### src/rtl/rom_download_ctrl.sv
// rom_download_ctrl
// Steers the HPS ioctl byte stream into four on-chip ROM regions. It stalls
// the HPS with ioctl_wait until the target RAM takes each byte, captures the
// eight DIP-switch bytes, and keeps the game core in reset while a ROM image
// is loading and for a fixed settle time afterwards.
module rom_download_ctrl #(
  parameter logic [24:0] REG1_BASE = 25'h10000,
  parameter logic [24:0] REG2_BASE = 25'h20000,
  parameter logic [24:0] REG3_BASE = 25'h30000,
  parameter logic [24:0] ROM_END   = 25'h40000,
  parameter int          RADDR_W   = 16,
  parameter int          RST_HOLD  = 16
) (
  input  logic               i_clk,
  input  logic               reset,
  input  logic               ioctl_download,
  input  logic [7:0]         ioctl_index,
  input  logic               ioctl_wr,
  input  logic [24:0]        ioctl_addr,
  input  logic [7:0]         ioctl_dout,
  output logic               ioctl_wait,
  output logic [3:0]         rom_cs,
  output logic [RADDR_W-1:0] rom_addr,
  output logic [7:0]         rom_data,
  input  logic               rom_ready,
  output logic [63:0]        dsw,
  output logic               core_reset,
  output logic               rom_loaded,
  output logic               overflow
);

  localparam int HOLD_W = (RST_HOLD > 1) ? $clog2(RST_HOLD) : 1;
  localparam logic [HOLD_W-1:0] HOLD_LOAD = HOLD_W'(RST_HOLD - 1);
  localparam logic [HOLD_W-1:0] HOLD_ZERO = {HOLD_W{1'b0}};
  localparam logic [HOLD_W-1:0] HOLD_ONE  = HOLD_W'(1);

  localparam logic [7:0] IDX_ROM = 8'd0;
  localparam logic [7:0] IDX_DIP = 8'd254;

  typedef enum logic [1:0] {
    ST_IDLE  = 2'd0,
    ST_LOAD  = 2'd1,
    ST_WRITE = 2'd2,
    ST_HOLD  = 2'd3
  } state_t;

  // One-hot region strobe for a linear MRA address; all zero past ROM_END.
  function automatic logic [3:0] region_cs(input logic [24:0] addr);
    logic [3:0] cs;
    if (addr < REG1_BASE) begin
      cs = 4'b0001;
    end else if (addr < REG2_BASE) begin
      cs = 4'b0010;
    end else if (addr < REG3_BASE) begin
      cs = 4'b0100;
    end else if (addr < ROM_END) begin
      cs = 4'b1000;
    end else begin
      cs = 4'b0000;
    end
    return cs;
  endfunction

  // First byte address of the region holding addr.
  function automatic logic [24:0] region_base(input logic [24:0] addr);
    logic [24:0] base;
    if (addr < REG1_BASE) begin
      base = 25'd0;
    end else if (addr < REG2_BASE) begin
      base = REG1_BASE;
    end else if (addr < REG3_BASE) begin
      base = REG2_BASE;
    end else begin
      base = REG3_BASE;
    end
    return base;
  endfunction

  state_t              state_r;
  state_t              state_s;
  logic [HOLD_W-1:0]   hold_cnt_r;

  logic                ioctl_wait_r;
  logic [3:0]          rom_cs_r;
  logic [RADDR_W-1:0]  rom_addr_r;
  logic [7:0]          rom_data_r;
  logic [7:0][7:0]     dsw_r;
  logic                core_reset_r;
  logic                rom_loaded_r;
  logic                overflow_r;

  logic                rom_dl_s;
  logic                byte_wr_s;
  logic                dip_wr_s;
  logic [3:0]          hit_cs_s;
  logic [RADDR_W-1:0]  offset_s;

  logic                start_dl_s;
  logic                load_byte_s;
  logic                write_done_s;
  logic                set_ovf_s;
  logic                hold_enter_s;
  logic                hold_done_s;

  // Decode the incoming ioctl beat: which kind of write it is and where it lands.
  always_comb begin
    rom_dl_s  = ioctl_download && (ioctl_index == IDX_ROM);
    byte_wr_s = ioctl_wr && (ioctl_index == IDX_ROM);
    dip_wr_s  = ioctl_wr && (ioctl_index == IDX_DIP) && (ioctl_addr[24:3] == 22'd0);
    hit_cs_s  = region_cs(ioctl_addr);
    offset_s  = RADDR_W'(ioctl_addr - region_base(ioctl_addr));
  end

  // Next-state logic and one-cycle control strobes for the download sequencer.
  always_comb begin
    state_s      = state_r;
    start_dl_s   = 1'b0;
    load_byte_s  = 1'b0;
    write_done_s = 1'b0;
    set_ovf_s    = 1'b0;
    hold_enter_s = 1'b0;
    hold_done_s  = 1'b0;
    case (state_r)
      ST_IDLE: begin
        if (rom_dl_s) begin
          state_s    = ST_LOAD;
          start_dl_s = 1'b1;
        end else begin
          state_s = ST_IDLE;
        end
      end
      ST_LOAD: begin
        // The end of the download wins over a byte arriving on the same beat.
        if (!ioctl_download) begin
          state_s      = ST_HOLD;
          hold_enter_s = 1'b1;
        end else if (byte_wr_s) begin
          if (hit_cs_s != 4'b0000) begin
            state_s     = ST_WRITE;
            load_byte_s = 1'b1;
          end else begin
            state_s   = ST_LOAD;
            set_ovf_s = 1'b1;
          end
        end else begin
          state_s = ST_LOAD;
        end
      end
      ST_WRITE: begin
        // Writes arriving here are HPS protocol violations and are dropped.
        if (rom_ready) begin
          write_done_s = 1'b1;
          if (ioctl_download) begin
            state_s = ST_LOAD;
          end else begin
            state_s      = ST_HOLD;
            hold_enter_s = 1'b1;
          end
        end else begin
          state_s = ST_WRITE;
        end
      end
      ST_HOLD: begin
        if (rom_dl_s) begin
          state_s    = ST_LOAD;
          start_dl_s = 1'b1;
        end else if (hold_cnt_r == HOLD_ZERO) begin
          state_s     = ST_IDLE;
          hold_done_s = 1'b1;
        end else begin
          state_s = ST_HOLD;
        end
      end
      default: begin
        state_s = ST_IDLE;
      end
    endcase
  end

  // State register and post-download reset hold counter.
  always_ff @(posedge i_clk) begin
    if (reset) begin
      state_r    <= ST_IDLE;
      hold_cnt_r <= HOLD_ZERO;
    end else begin
      state_r <= state_s;
      if (hold_enter_s) begin
        hold_cnt_r <= HOLD_LOAD;
      end else if ((state_r == ST_HOLD) && (hold_cnt_r != HOLD_ZERO)) begin
        hold_cnt_r <= hold_cnt_r - HOLD_ONE;
      end else begin
        hold_cnt_r <= hold_cnt_r;
      end
    end
  end

  // ROM write port: latch a byte on acceptance, hold it until the RAM takes it.
  always_ff @(posedge i_clk) begin
    if (reset) begin
      ioctl_wait_r <= 1'b0;
      rom_cs_r     <= 4'b0000;
      rom_addr_r   <= {RADDR_W{1'b0}};
      rom_data_r   <= 8'd0;
    end else if (load_byte_s) begin
      ioctl_wait_r <= 1'b1;
      rom_cs_r     <= hit_cs_s;
      rom_addr_r   <= offset_s;
      rom_data_r   <= ioctl_dout;
    end else if (write_done_s) begin
      ioctl_wait_r <= 1'b0;
      rom_cs_r     <= 4'b0000;
    end else begin
      ioctl_wait_r <= ioctl_wait_r;
      rom_cs_r     <= rom_cs_r;
    end
  end

  // Core reset, loaded flag and sticky out-of-range flag.
  always_ff @(posedge i_clk) begin
    if (reset) begin
      core_reset_r <= 1'b1;
      rom_loaded_r <= 1'b0;
      overflow_r   <= 1'b0;
    end else begin
      if (start_dl_s) begin
        core_reset_r <= 1'b1;
      end else if (hold_done_s) begin
        core_reset_r <= 1'b0;
      end else begin
        core_reset_r <= core_reset_r;
      end

      if (hold_done_s) begin
        rom_loaded_r <= 1'b1;
      end else begin
        rom_loaded_r <= rom_loaded_r;
      end

      if (start_dl_s) begin
        overflow_r <= 1'b0;
      end else if (set_ovf_s) begin
        overflow_r <= 1'b1;
      end else begin
        overflow_r <= overflow_r;
      end
    end
  end

  // DIP-switch bank capture, independent of the ROM sequencer.
  always_ff @(posedge i_clk) begin
    if (reset) begin
      dsw_r <= {8{8'hFF}};
    end else if (dip_wr_s) begin
      dsw_r[ioctl_addr[2:0]] <= ioctl_dout;
    end else begin
      dsw_r <= dsw_r;
    end
  end

  assign ioctl_wait = ioctl_wait_r;
  assign rom_cs     = rom_cs_r;
  assign rom_addr   = rom_addr_r;
  assign rom_data   = rom_data_r;
  assign dsw        = dsw_r;
  assign core_reset = core_reset_r;
  assign rom_loaded = rom_loaded_r;
  assign overflow   = overflow_r;

endmodule

### config.mk
export PLATFORM = sky130hd
export DESIGN_NAME = rom_download_ctrl
export DESIGN_NICKNAME = d
export VERILOG_FILES = /design/src/rtl/rom_download_ctrl.sv
export SDC_FILE = /design/constraint.sdc
export NUM_CORES = 1
export LEC_CHECK = 0
export BUFFER_PORTS_ARGS = -buffer_cell sky130_fd_sc_hd__clkbuf_2
export CAP_MARGIN = 20
export CORE_MARGIN = 5
export CORE_UTILIZATION = 45
export CTS_CLUSTER_DIAMETER = 50
export DETAILED_ROUTE_END_ITERATION = 6
export HOLD_SLACK_MARGIN = 0.08
export MAX_ROUTING_LAYER = met4
export PLACE_DENSITY_LB_ADDON = 0.2
export SLEW_MARGIN = 20
export SYNTH_ARGS = -nofsm -noshare
export SYNTH_HDL_FRONTEND = slang
export SYNTH_SLANG_ARGS = --single-unit
### constraint.sdc
create_clock -name i_clk -period 2.1 [get_ports i_clk]
set_input_delay 0.105 -clock i_clk [delete_from_list [all_inputs] [get_ports i_clk]]
set_output_delay 0.105 -clock i_clk [all_outputs]
set_load 0.03 [all_outputs]
Word-level counts from Yosys, hierarchy flattened
Index checks and enable logic that the tools add are counted.

Eq/ne operators: 4. Reduce and logical (&&, ||, !) cells: 16. Mux-type cells: 42. $add $sub $neg: 2. $lt $le $gt $ge: 6.

Operator list (count): $bwmux 64 (1); $lt 25x18->1 const B (2); $mux 16 (2); $mux 4 (8); $lt 25x17->1 const B (1); $lt 25x19->1 const B (1); $demux 8 s3 (1); $logic_not 22->1 (1); $mux 1 (20); $sub 16x16->16 (1); $mux 2 (7); $eq 8x8->1 const B (1); $logic_not 8->1 (1); $mux 8 (1); $pmux 2 s4 (1); $reduce_bool 4->1 (2); $logic_and 1x1->1 (6); $eq 2x2->1 const B (2); $logic_not 4->1 (1); $lt 3x4->1 const B (1); $reduce_bool 2->1 (2); $reduce_or 2->1 (2); $sub 4x1->4 const B (1); $ge 3x1->1 const B (1); other kinds (3) (3).

Input bits: 46. Output and inout port bits: 96. Bits in registers: 102. Logic and storage cells: 87.

Logic depth before layout (Yosys ltp)
Depth in word-level cells: 11. Gate-level depth with buffers: 7. Gate-level depth less buffers: 6.

Worst setup path before layout
OpenSTA, ideal clock, no wires.

Kind: input -> register. Start point: in ioctl_addr[15]. End point: reg dsw_r (netlist bit dsw[32]). Setup slack: 90 ps. Stages: 4. Setup time: 136 ps. Arrival time: 1874 ps. Cells stage by stage: or4b_2 nor4_4 nand4_2 mux2i_1.

Word-level cells in the longest chain between the ends: 2.

Ends and longest elaborated chain: from (decl) (line 19) `input logic [24:0] ioctl_addr,`; $logic_not 22->1 (line 109) `dip_wr_s = ioctl_wr && (ioctl_index == IDX_DIP) && (ioctl_addr[24:3] == 22'd0);`; $logic_and 1x1->1 (line 109); to (signal assigned) (line 252) `dsw_r <= {8{8'hFF}};`; to (signal, indexed assignment) (line 254) `dsw_r[ioctl_addr[2:0]] <= ioctl_dout;`; to (signal assigned) (line 256) `dsw_r <= dsw_r;`; to (decl) (line 87) `logic [7:0][7:0] dsw_r;`.

No other way between the ends. A chain may end at the register's enable or synchronous reset.

Worst setup path after layout
Start point: in ioctl_addr[13]. End point: reg dsw_r (netlist bit dsw[31]).

Same word-level chain as after synthesis.

==> out/results.ini <==
[outcome]
outcome=complete, no violations

[worst_setup_path]
cp.arrival_ns=2.27
ff2ff_path_depth=6
worstReg2RegStart=state_r[1]
regToRegSetupSlack_ns=0.11
crit_type=in2reg
path_max_fanout=8
setup.worst_path.start=ioctl_addr[13]
cp_cell_sequence=dlygate4sd3_1 > clkbuf_2 > or4bb_1 > nor4_4 > buf_4 > nand3_2 > mux2i_1
endpoint=dsw[31]
regToRegEndpoint=rom_cs[0]
cp.required_ns=2.33
endpoint_kind=register
cp_slowest_stage_delay_ns=0.57
path_buf_inv=3
cpMaxStageDelayCell=or4bb_1
critical-path-top-delay-family=simple AND/OR/NAND/NOR gates
cp.depth=7
cp-start-kind=input port

[die]
dieWidth_um=106
coreArea_um2=8810
start_util=0.467
die-height_um=106
dieArea_um2=11200
io_pins=142
num_rows=34

[drt]
drt-initial-drc-count=167
wl_mm=11.8
avgRoutedWirePerCell_um=16.2
postRouteAntennaNets=0
route.detailed.drc=0
drt_first_pass_iters=4
vias_per_cell=5.27
vias=3828

[logic_synthesis]
synthTopCellsByArea=dfxtp_1 50%, mux2i_1 16%, nor2_1 7.0%, a21oi_1 4.0%, nand3_1 3.7%
synth_largest_area_cell=dfxtp_1
synth-async-reset-ratio=0
muxShareOfSynthArea=0.156
synth_adder_area_share=0.0183
synth_top_family_by_area=simple AND/OR/NAND/NOR gates
ys_seq_area_frac=0.497
synth.net_count=491
synth.top_cell.area_share=0.497
synth-xor-area-share=0.00639
yosys_most_used_dff=dfxtp_1
avgSynthCellArea_um2=9.37
synth_seq_cells=102
yosysWarnings=0
synthSimpleGateAreaFrac=0.190
yosysUniqueCellTypes=41
synthesis.area_um2=4110
synthCells=439
synth_compound_area_frac=0.101
synth_most_common_cell=dfxtp_1
synth_edf_count=0
netlist_top_cells_count=102 x dfxtp_1, 77 x nor2_1, 64 x mux2i_1

[hold_path]
hp-class=in2reg

[place]
postPlaceCellArea_um2=5040
hpwl_mm=8.50
globalplace.congestion=0.834
dp.cells=684
post-place-ws_ns=-0.0142
numPortBuffers=141

[global_routing]
grt_overflow_total=0
grt_use_total=0.217
grt_pass1_vias=3818
antenna_found_initial=0
grt_max_degree=45
grt_pass1_wl_mm=19.1

[cells_and_area]
finish.instance_area_um2=5550
syn2layout_area_growth_pct=34.9
final_cells=726
nets=665
final_util=0.630
drive_gt1_frac=0.312
diodes=0

[sta]
final-hold-violation-count=0
fin_setup_tns_ns=0
skew_ns=0.0133
finalSetupViolCount=0
worst_pin_slew_ns=0.754
fmax_ghz=0.489
rsz0062_at_grt=no
period_needed_ns=2.04
final_max_slew_viol_count=0
slew_headroom=0.495
period_share=0.973
worst_hold_slack_ns=0.0962
worst_slack_ns=0.0565

[pwr]
power_mw=3.38
powerDensity_nw_per_um2=609
max-vdd-ir-drop_uv=401
p_leak_nw=2.72

[clock_network]
cts_tree=done
htreeDepth=3
cts.sinks=102
cts_buffer_depth=2
clkLatencyLatePin_ns=0.37
numCtsBuffers=9
clkTransAtPathRegs_ns=0.11
clock-root-buffer=clkbuf_8

[run]
cap_viol_max_count=0

kinds of logic after synthesis:
| group | after synthesis |
|---|---|
| AOI/OAI and AO/OA | 75 |
| xor gates and xnor gates | 3 |
| adders and majority gates | 6 |
| buffers and inverters | 35 |
| DFF | 102 |
| muxes | 64 |
| and+or+nand+nor | 154 |
power by group:
group          internal, mW  switching (mW)
combinational        0.0882           0.112
clock                 0.482           0.765
sequential             1.93       0.0000610
per-layer routing:
metal  global-route usage  vias up  wire, um
met4               0.0712        0       210
met2                0.345      122      5620
li1                     -     1894         -
met3               0.0324       17       643
met1                0.284     1795      5280
met5                    -        -         0
area by class of cell:
| cell class | instances | area, um2 |
|---|---|---|
| Fill cell | 740 | 3260 |
| Inverter | 9 | 33.8 |
| Tap cell | 108 | 135 |
| Clock inverter | 7 | 88.8 |
| Clock buffer | 9 | 124 |
| Timing Repair Buffer | 189 | 1160 |
| Multi-Input combinational cell | 302 | 1970 |
| Sequential cell | 102 | 2040 |
flip-flops by register name, summed over array words and instances, names as in the netlist:
register    cells
rom_cs          4
state_r         2
rom_data        8
dsw            64
rom_addr       16
core_reset      1
ioctl_wait      1
rom_loaded      1
hold_cnt_r      4
overflow        1
cells in the final DEF (no fill, tap or decap), types with 3 or more instances in the layout:
| cell | count |
|---|---|
| clkbuf_2 | 140 |
| dfxtp_1 | 102 |
| nor2_1 | 77 |
| mux2i_1 | 64 |
| a21oi_1 | 33 |
| nand3_1 | 30 |
| o21ai_0 | 28 |
| dlygate4sd3_1 | 26 |
| buf_4 | 21 |
| nand2_1 | 11 |
| inv_1 | 9 |
| clkbuf_8 | 9 |
| nor4_1 | 6 |
| o211ai_1 | 5 |
| ha_1 | 5 |
| nand4b_1 | 3 |
| nor2b_1 | 3 |
| clkinv_8 | 3 |
how the worst min path moves through the flow:
stage,slack (ns),to,from,cells after the start
6_report,0.1,ioctl_wait,rom_ready,4
5_1_grt,0.10,ioctl_wait,rom_ready,4
2_1_floorplan,0.21,rom_cs[0],ioctl_addr[16],1
3_5_place_dp,0.36,rom_addr[14],ioctl_addr[14],3
3_3_place_gp,0.35,rom_addr[14],ioctl_addr[14],3
4_1_cts,0.08,ioctl_wait,rom_ready,4
worst min-delay path, delay by kind of cell:
kind / cells / cell delay [ns]
buffers and inverters: 1 / 0.11
and+or+nand+nor: 2 / 0.15
AOI/OAI and AO/OA: 1 / 0.05
repair_timing:
action | in CTS | in global routing
endpoints found under the setup margin | 0 | 13
hold endpoints to repair | 27 | 0
setup buffers | 0 | 0
resized for setup | 0 | 6
hold buffers | 26 | 0
No activity file was read; power rests on OpenSTA's default activity.
